`src/rtl/carry_skip_sub_seq_if.sv`:
```
// Operand/result handshake bundle for the sequential carry-skip subtractor.
// CSS_SKIP_COUNT_EN adds the skip_cnt result field.
interface carry_skip_sub_seq_if #(
    parameter int WIDTH = 16
);
    localparam int NBLK = WIDTH / 4;
    localparam int CW   = $clog2(NBLK + 1);

    logic             in_valid;
    logic             in_ready;
    logic [WIDTH-1:0] a;
    logic [WIDTH-1:0] b;
    logic             bin;
    logic             out_valid;
    logic             out_ready;
    logic [WIDTH-1:0] diff;
    logic             bout;
    logic             ovf;
    logic             busy;
`ifdef CSS_SKIP_COUNT_EN
    logic [CW-1:0]    skip_cnt;

    modport master (
        output in_valid, a, b, bin, out_ready,
        input  in_ready, out_valid, diff, bout, ovf, busy, skip_cnt
    );

    modport slave (
        input  in_valid, a, b, bin, out_ready,
        output in_ready, out_valid, diff, bout, ovf, busy, skip_cnt
    );
`else
    modport master (
        output in_valid, a, b, bin, out_ready,
        input  in_ready, out_valid, diff, bout, ovf, busy
    );

    modport slave (
        input  in_valid, a, b, bin, out_ready,
        output in_ready, out_valid, diff, bout, ovf, busy
    );
`endif
endinterface

```
`src/rtl/carry_skip_sub_seq.sv`:
```
// Sequential carry-skip subtractor: a - b - bin, one 4-bit block per clock.
// Optional: CSS_SKIP_COUNT_EN adds a per-operation skip-path block counter.
module carry_skip_sub_seq #(
    parameter int WIDTH = 16
) (
    input  logic               clk,
    input  logic               rst_n,
    carry_skip_sub_seq_if.slave bus
);
    localparam int NBLK = WIDTH / 4;
    localparam int IW   = (NBLK > 1) ? $clog2(NBLK) : 1;
    localparam int MSB  = WIDTH - 1;
    localparam logic [IW-1:0] LAST = IW'(NBLK - 1);

    typedef enum logic [1:0] {
        IDLE = 2'd0,
        RUN  = 2'd1,
        DONE = 2'd2
    } state_t;

    state_t           state;
    state_t           state_n;

    logic [WIDTH-1:0] a_q;
    logic [WIDTH-1:0] nb_q;
    logic [WIDTH-1:0] diff_q;
    logic [WIDTH-1:0] diff_n;
    logic             carry;
    logic             carry_n;
    logic [IW-1:0]    idx;
    logic             bout_q;
    logic             ovf_q;
    logic             ovf_n;
    logic             accept;
    logic             last;

    logic [3:0]       blk_a;
    logic [3:0]       blk_b;
    logic [3:0]       blk_p;
    logic [3:0]       blk_s;
    logic [4:0]       rc;
    logic             skip;

    assign accept = bus.in_valid && (state == IDLE);
    assign last   = (idx == LAST);

    // State register.
    always_ff @(posedge clk or negedge rst_n) begin
        if (!rst_n) begin
            state <= IDLE;
        end else begin
            state <= state_n;
        end
    end

    // Next state and handshake/status outputs.
    always_comb begin
        state_n       = state;
        bus.in_ready  = 1'b0;
        bus.out_valid = 1'b0;
        bus.busy      = 1'b0;
        unique case (state)
            IDLE: begin
                bus.in_ready = 1'b1;
                if (bus.in_valid) begin
                    state_n = RUN;
                end
            end
            RUN: begin
                bus.busy = 1'b1;
                if (last) begin
                    state_n = DONE;
                end
            end
            DONE: begin
                bus.out_valid = 1'b1;
                if (bus.out_ready) begin
                    state_n = IDLE;
                end
            end
            default: begin
                state_n = IDLE;
            end
        endcase
    end

    // One block: 4-cell ripple, with the carry bypassed when all bits propagate.
    always_comb begin
        blk_a = a_q[{idx, 2'b00} +: 4];
        blk_b = nb_q[{idx, 2'b00} +: 4];
        blk_p = blk_a ^ blk_b;
        rc    = '0;
        blk_s = '0;
        rc[0] = carry;
        for (int i = 0; i < 4; i++) begin
            blk_s[i]  = blk_p[i] ^ rc[i];
            rc[i + 1] = (blk_a[i] & blk_b[i]) | (blk_p[i] & rc[i]);
        end
        skip    = &blk_p;
        carry_n = skip ? carry : rc[4];
        diff_n  = diff_q;
        diff_n[{idx, 2'b00} +: 4] = blk_s;
        // b's sign is the complement of the stored ~b sign bit.
        ovf_n = (a_q[MSB] != ~nb_q[MSB]) && (blk_s[3] != a_q[MSB]);
    end

    // Operand capture and block-by-block result accumulation.
    always_ff @(posedge clk or negedge rst_n) begin
        if (!rst_n) begin
            a_q    <= '0;
            nb_q   <= '0;
            diff_q <= '0;
            carry  <= 1'b0;
            idx    <= '0;
            bout_q <= 1'b0;
            ovf_q  <= 1'b0;
        end else if (accept) begin
            a_q   <= bus.a;
            nb_q  <= ~bus.b;
            carry <= ~bus.bin;
            idx   <= '0;
        end else if (state == RUN) begin
            diff_q <= diff_n;
            carry  <= carry_n;
            idx    <= last ? '0 : idx + IW'(1);
            if (last) begin
                bout_q <= ~carry_n;
                ovf_q  <= ovf_n;
            end
        end
    end

    assign bus.diff = diff_q;
    assign bus.bout = bout_q;
    assign bus.ovf  = ovf_q;

`ifdef CSS_SKIP_COUNT_EN
    localparam int CW = $clog2(NBLK + 1);

    logic [CW-1:0] skip_q;

    // Count blocks of the current operation that took the bypass.
    always_ff @(posedge clk or negedge rst_n) begin
        if (!rst_n) begin
            skip_q <= '0;
        end else if (accept) begin
            skip_q <= '0;
        end else if (state == RUN) begin
            skip_q <= skip_q + CW'(skip);
        end
    end

    assign bus.skip_cnt = skip_q;
`endif
endmodule

```
`src/flat_wrapper.sv`:
```
// flat-port wrapper written by rule: the top's interface ports become plain ports
module carry_skip_sub_seq_flat 
#(
    parameter int WIDTH = 16
)
  (clk, rst_n, bus_in_valid, bus_a, bus_b, bus_bin, bus_out_ready, bus_in_ready, bus_out_valid, bus_diff, bus_bout, bus_ovf, bus_busy);
  carry_skip_sub_seq_if #(.WIDTH(WIDTH)) bus_i ();
  input  logic clk;
  input  logic rst_n;
  input wire logic [$bits(bus_i.in_valid)-1:0] bus_in_valid;
  input wire logic [$bits(bus_i.a)-1:0] bus_a;
  input wire logic [$bits(bus_i.b)-1:0] bus_b;
  input wire logic [$bits(bus_i.bin)-1:0] bus_bin;
  input wire logic [$bits(bus_i.out_ready)-1:0] bus_out_ready;
  output wire logic [$bits(bus_i.in_ready)-1:0] bus_in_ready;
  output wire logic [$bits(bus_i.out_valid)-1:0] bus_out_valid;
  output wire logic [$bits(bus_i.diff)-1:0] bus_diff;
  output wire logic [$bits(bus_i.bout)-1:0] bus_bout;
  output wire logic [$bits(bus_i.ovf)-1:0] bus_ovf;
  output wire logic [$bits(bus_i.busy)-1:0] bus_busy;
  assign bus_i.in_valid = bus_in_valid;
  assign bus_i.a = bus_a;
  assign bus_i.b = bus_b;
  assign bus_i.bin = bus_bin;
  assign bus_i.out_ready = bus_out_ready;
  assign bus_in_ready = bus_i.in_ready;
  assign bus_out_valid = bus_i.out_valid;
  assign bus_diff = bus_i.diff;
  assign bus_bout = bus_i.bout;
  assign bus_ovf = bus_i.ovf;
  assign bus_busy = bus_i.busy;
  carry_skip_sub_seq #(.WIDTH(WIDTH)) u_core (.clk(clk), .rst_n(rst_n), .bus(bus_i));
endmodule
```
`config.mk`:
```
export PLATFORM = sky130hd
export DESIGN_NAME = carry_skip_sub_seq_flat
export DESIGN_NICKNAME = d
export VERILOG_FILES = /design/src/rtl/carry_skip_sub_seq_if.sv /design/src/rtl/carry_skip_sub_seq.sv /design/src/flat_wrapper.sv
export SDC_FILE = /design/constraint.sdc
export NUM_CORES = 1
export LEC_CHECK = 0
export CAP_MARGIN = 10
export CORE_MARGIN = 4
export CORE_UTILIZATION = 46
export DETAILED_ROUTE_END_ITERATION = 12
export PLACE_DENSITY = 0.76
export SYNTH_ARGS = -nofsm -noshare
export SYNTH_HDL_FRONTEND = slang
export SYNTH_SLANG_ARGS = --single-unit
```
`constraint.sdc`:
```
create_clock -name clk -period 3.05 [get_ports clk]
set_input_delay 0.305 -clock clk [delete_from_list [all_inputs] [get_ports clk]]
set_output_delay 0.305 -clock clk [all_outputs]
set_load 0.05 [all_outputs]
```
# ---- Word-level counts from Yosys, hierarchy flattened
# Cells that the tools add are included.
dict set report op_classes {
  shift 4
  add_sub_neg 2
  order_cmp 0
  mux 14
  mul 0
  eq_ne 8
  div_mod_pow 0
  reduce_logical 8
  bitwise 22
}
# op count
set ops {}
lappend ops {{$shiftx A16 B5 Y4} 2}
lappend ops {{$bwmux W16} 1}
lappend ops {{$not A16 Y16} 1}
lappend ops {{$shift A4 B6 Y16 const A} 1}
lappend ops {{$shiftx A4 B6 Y16} 1}
lappend ops {{$mux W2} 6}
lappend ops {{$and A1 B1 Y1} 8}
lappend ops {{$mux W1} 6}
lappend ops {{$neg A4 Y6} 1}
lappend ops {{$pmux W2 S3} 1}
lappend ops {{$reduce_and A3 Y1} 2}
lappend ops {{$eq A2 B2 Y1 const B} 2}
lappend ops {{$ne A2 B2 Y1 const B} 2}
lappend ops {{$not A1 Y1} 4}
lappend ops {{$or A1 B1 Y1} 4}
lappend ops {{$reduce_and A4 Y1} 1}
lappend ops {{$xor A1 B1 Y1} 4}
lappend ops {{$xor A4 B4 Y4} 1}
lappend ops {{$add A2 B1 Y2 const B} 1}
lappend ops {{$eq A2 B1 Y1 const B} 1}
lappend ops {{$logic_and A1 B1 Y1} 2}
lappend ops {{$logic_not A2 Y1} 1}
lappend ops {{$ne A1 B1 Y1} 2}
lappend ops {{$ne A2 B1 Y1 const B} 1}
lappend ops {{other kinds (2)} 2}
dict set report word_totals {
  latch_bits 0
  mem_count 0
  rom_bits 0
  reg_bits 55
  out_inout_bits 21
  mem_bits_rw 0
  in_bits 37
}

# ---- Logic depth before layout (Yosys ltp)
dict set report depth {
  word_depth 13
  depth_mapped 11
  ltp_nobuf 9
}

# ---- Least setup slack after synthesis
# No wires, ideal clock.
dict set report synth_timing {
  path_kind {reg-to-reg}
  startpoint {register u_core.idx[0]}
  endpoint {register u_core.ovf_q (netlist: u_core.bus.ovf)}
  setup_slack_ns 0.055
  stages_incl_launch_ff 12
  setup_ns 0.128
  t_arrival_ns 2.866
  path_cell_list {dfrtp_1 -> buf_4 -> buf_6 -> mux4_2 -> fa_1 -> inv_1 -> fa_1 -> fa_1 -> fa_1 -> and3_1 -> nor2_1 -> o21ai_0}
}
dict set report synth_via {
  elab_chain_cells 11
}
# element line
set synth_rtl {}
lappend synth_rtl {{from (decl)} carry_skip_sub_seq.sv:30} ;# logic [IW-1:0] idx;
lappend synth_rtl {{from (signal assigned)} carry_skip_sub_seq.sv:125} ;# idx <= last ? '0 : idx + IW'(1);
lappend synth_rtl {{$shiftx A16 B5 Y4, on equally long branches} {carry_skip_sub_seq.sv:89, carry_skip_sub_seq.sv:90}}
lappend synth_rtl {{$xor A4 B4 Y4} carry_skip_sub_seq.sv:91} ;# blk_p = blk_a ^ blk_b;
lappend synth_rtl {{$and A1 B1 Y1} carry_skip_sub_seq.sv:97} ;# rc[i + 1] = (blk_a[i] & blk_b[i]) | (blk_p[i] & rc[i]);
lappend synth_rtl {{$or A1 B1 Y1} carry_skip_sub_seq.sv:97}
lappend synth_rtl {{$and A1 B1 Y1} carry_skip_sub_seq.sv:97}
lappend synth_rtl {{$or A1 B1 Y1} carry_skip_sub_seq.sv:97}
lappend synth_rtl {{$and A1 B1 Y1} carry_skip_sub_seq.sv:97}
lappend synth_rtl {{$or A1 B1 Y1} carry_skip_sub_seq.sv:97}
lappend synth_rtl {{$xor A1 B1 Y1} carry_skip_sub_seq.sv:96} ;# blk_s[i] = blk_p[i] ^ rc[i];
lappend synth_rtl {{$ne A1 B1 Y1} carry_skip_sub_seq.sv:104} ;# ovf_n = (a_q[MSB] != ~nb_q[MSB]) && (blk_s[3] != a_q[MSB]);
lappend synth_rtl {{$logic_and A1 B1 Y1} carry_skip_sub_seq.sv:104}
lappend synth_rtl {{to (signal assigned)} carry_skip_sub_seq.sv:128} ;# ovf_q <= ovf_n;
lappend synth_rtl {{to (decl)} carry_skip_sub_seq.sv:32} ;# logic ovf_q;
# Several ways; a longest one is shown, not always the timed one.
# A chain may end at the register's enable or synchronous reset.

# ---- Worst setup path after layout
# Ends and elaborated chain as after synthesis.

==> metrics list <==
* Post-detailed-placement half-perimeter wirelength: 4070 µm
- Summing all multi-input logic gate instances after layout gives 1150 µm².
* Leakage power summed over all cells: ~1.6 nW
- After detailed routing, the average wire length per cell comes to 14.2 µm.
- Of all nets on the critical path, the largest fanout is 10.
* Area of the die: between 7000 and 8000 µm²
- Top Ports: between 50 and 60
* Clock power share: 10.3%
- In this run switching power makes up roughly 46% of total power.
- Combined area of all synthesized cells: 2690 µm²
* Final worst path period share: 94.2%
* Cell count of the worst reg-to-reg path: 9
- The via count of the first global-routing pass is 1900.
- VDD sags by at most 0.509 mV.
- The H-tree was split into 2 levels.
* Final design instance area without fill: 3370 µm²
* Drt initial violations: 58
- Count of distinct cell types in the synthesized netlist: 32
- After synthesis, the mean cell area works out to 11.4 µm².
* Net switching power of the design: 1.76 mW
- The slowest stage of the critical path is the fa_1 cell.
- Power density normalized to cell area: 1140 nW/µm²
- In the final layout, flip-flops and latches occupy 1380 µm².
- Cells along the critical path: buf_4 > mux4_2 > inv_1 > fa_1 > fa_1 > fa_1 > and3_1 > nor2_1 > o21ai_0
* Cell with the most instances on the worst path: fa_1
- Power share of the combinational group: 57.4%
- The congestion estimate from routability-driven global placement came to 0.766.
* Tightest slew margin relative to the limit: approximately a quarter
- Share of total power in sequential cells: 32.2%
- Buffers inserted during post-CTS setup optimization: 0
- Placed instance area: 3280 µm²
* Max Clock Freq: between 0.3 and 0.4 GHz
- The top cell types in the final layout, fill and taps aside, are 74 x nand2_1, 56 x clkdlybuf4s50_1, 55 x dfrtp_1.
- Entering global routing, the biggest net connects 52 pins.
- Buffers inserted during clock tree synthesis total 5.
- Clock root buffer master: clkbuf_8
* Number of hold-slack violations in the final timing report: 0
- Proportion of synthesized chip area in sequential cells: ~51%
* Setup repair after global routing missed its margin: false
- The first global-routing pass estimated 9080 µm of wire.
- Data arrival, critical path: slightly above 3 ns
* Critical Path Source Type: register
- Status: complete, no violations
- Setup violations remaining at the end of the flow were counted as 0.
- Delay of the slowest critical-path stage: 0.47 ns
- PnR worst setup slack: roughly 0.18 ns
- X dimension of the die: 84.4 µm
- For the worst setup path, the data required time is 3.24 ns.
- Number of port buffers: 57
- In the global route stage, overall resource usage came out at 15.7%.
- Clock tree from TritonCTS: done
- Summed over all layers, the routed wires come to 5240 µm.
- Number of antenna violations at the first check in global routing: 0
- The die is 84.4 µm tall.
- Iteration count of the initial detailed-routing pass: 4
- The routed design could run at a clock period as short as 2.87 ns.
- Once detail routing completed, the nets flagged for antenna violations numbered 0.
* Finished Layout Cells: 369
- Count of fill cells added during filler insertion: 481
* Post-route clock skew: between 0.01 and 0.015 ns
- Critical path class: reg2reg
* Final count of pins violating max slew: 0
- The initial utilization of the core area, before any placement, comes to approximately half.
* Area Overhead vs Synth: 25.7%
- The tool flagged a number of max-cap violations equal to 0.
- Measured slew at the worst slew-check pin: 1.11 ns
* GR Overflow Total: 0
- For this run, the leading register cell type out of synthesis is dfrtp_1.
* Count of inserted antenna diode cells: 0
- The clock passes through at most 2 buffers.
- Syn Nets: 287
- DR vias: approximately 1900
* Clock-pin transition on the worst setup and hold timing paths: ~0.10 ns
- Row count: 27
- Setup TNS Final: 0 ns
- Cell Count Post-Placement: 360
* Internal power summed over all cells: between 2 and 2.5 mW
- Share of async-settable or async-resettable flops after synthesis: 100%
* Number of enable-type register cells in the synthesized netlist: 0
* Register bit count reported by yosys: between 50 and 60
- OpenSTA, run right after detailed placement, puts the worst setup slack at 0.186 ns.
* Sinks on the clock net: 55
- Of the cells placed in the final design, the portion with a size suffix greater than 1 is between 10% and 20%.
- In the routed layout, each cell is associated on average with a via count of 5.03.
* DRC errors left: 0
* Yosys warns: 0
- NumNets Final: 347
* Number of instances in the synthesized netlist: about 240
- Gates resized during post-CTS repair numbered 0.
- The worst setup path is captured at a register.
* Final Util: 60.5%
- Worst hold path cell count: 2
* Commonest non-fill, non-tap cell in the layout: nand2_1
- Std-Cell Core Area: between 5000 and 6000 µm²
* Worst hold path class: reg2reg
- Clk_lat worst skew: 0.31 ns
==> worst paths after layout <==
path | start | to | slack (ns)
max | u_core.idx[0] | u_core.bus.ovf | 0.18
min in group asynchronous | rst_n | u_core.nb_q[2] | 0.49
min reg2reg | u_core.bus.diff[12] | u_core.bus.diff[12] | 0.48
min | u_core.bus.diff[12] | u_core.bus.diff[12] | 0.48
max in group asynchronous | rst_n | u_core.carry | 1.77
max reg2reg | u_core.idx[0] | u_core.bus.ovf | 0.18
==> stage by stage <==
stage,hold WS (ns),total power [mW]
finish,0.481,3.85
global placement,0.300,3.41
global route,0.513,4.16
floorplan,0.00941,2.85
detailed placement,0.301,3.48
CTS,0.486,3.88
==> flip-flops by register name, summed over array words and instances (netlist names) <==
name             flops
u_core.carry         1
u_core.nb_q         16
u_core.a_q          16
u_core.state         2
u_core.bus.ovf       1
u_core.bus.diff     16
u_core.bus.bout      1
u_core.idx           2
==> synth_stat cells (all sizes together), types with 2 or more instances <==
cell type	instances	area, µm²
nand4	4	31.3
nand3b	3	35.0
dfrtp	55	1380
nor2	4	15.0
o2bb2ai	12	105
fa	4	80.1
ha	10	125
nand2b	2	15.0
o21ai	24	184
buf	10	103
mux4	8	180
o31ai	2	15.0
inv	13	48.8
nand2	74	278
==> worst max-delay path: cells and delay by family (launching register included) <==
| kind | cells | cell delay, ns |
|---|---|---|
| muxes | 1 | 0.36 |
| and+or+nand+nor | 2 | 0.29 |
| DFF | 1 | 0.44 |
| buffers and inverters | 2 | 0.28 |
| adders and majority gates | 3 | 1.32 |
| AOI/OAI and AO/OA | 1 | 0.07 |
==> final cells by class <==
cell class | count | area share [%]
flip-flops and latches | 55 | 40.8
multi-input cells | 157 | 34.2
repair buffers | 64 | 18.4
well taps | 72 | 2.67
clock buffers | 7 | 2.26
inverters | 13 | 1.45
clock inverters | 1 | 0.260
==> power by group through the flow <==
| stage | registers [mW] | clock network, mW | logic, mW |
|---|---|---|---|
| after floorplan | 1.39 | 0 | 1.46 |
| after global placement | 1.25 | 0 | 2.16 |
| after detailed placement | 1.26 | 0 | 2.22 |
| after CTS | 1.24 | 0.402 | 2.24 |
| after global routing | 1.28 | 0.429 | 2.44 |
| final | 1.24 | 0.397 | 2.21 |
==> repair_timing <==
action | CTS | global route
setup endpoints to repair | 0 | 0
hold buffers | 1 | 0
hold endpoints to repair | 22 | 0
==> layer usage <==
| metal | track usage (%) | up-vias | share of wire, % |
|---|---|---|---|
| met5 | 0 | - | 0 |
| met4 | 2.88 | 0 | 0.40 |
| met3 | 3.73 | 4 | 5.5 |
| met2 | 26.9 | 46 | 49 |
| met1 | 20.8 | 892 | 45 |
| li1 | - | 914 | - |
==> cells by family (layout without fill, tap and decap cells) <==
family	after synthesis	count (layout)	synth area share (%)
AOI/OAI and AO/OA	39	39	11.6
muxes	10	10	7.50
and+or+nand+nor	94	94	16.2
DFF	55	55	51.3
adders and majority gates	14	14	7.64
buffers and inverters	24	85	5.78
Note: power is estimated with default switching activity, not from simulation.
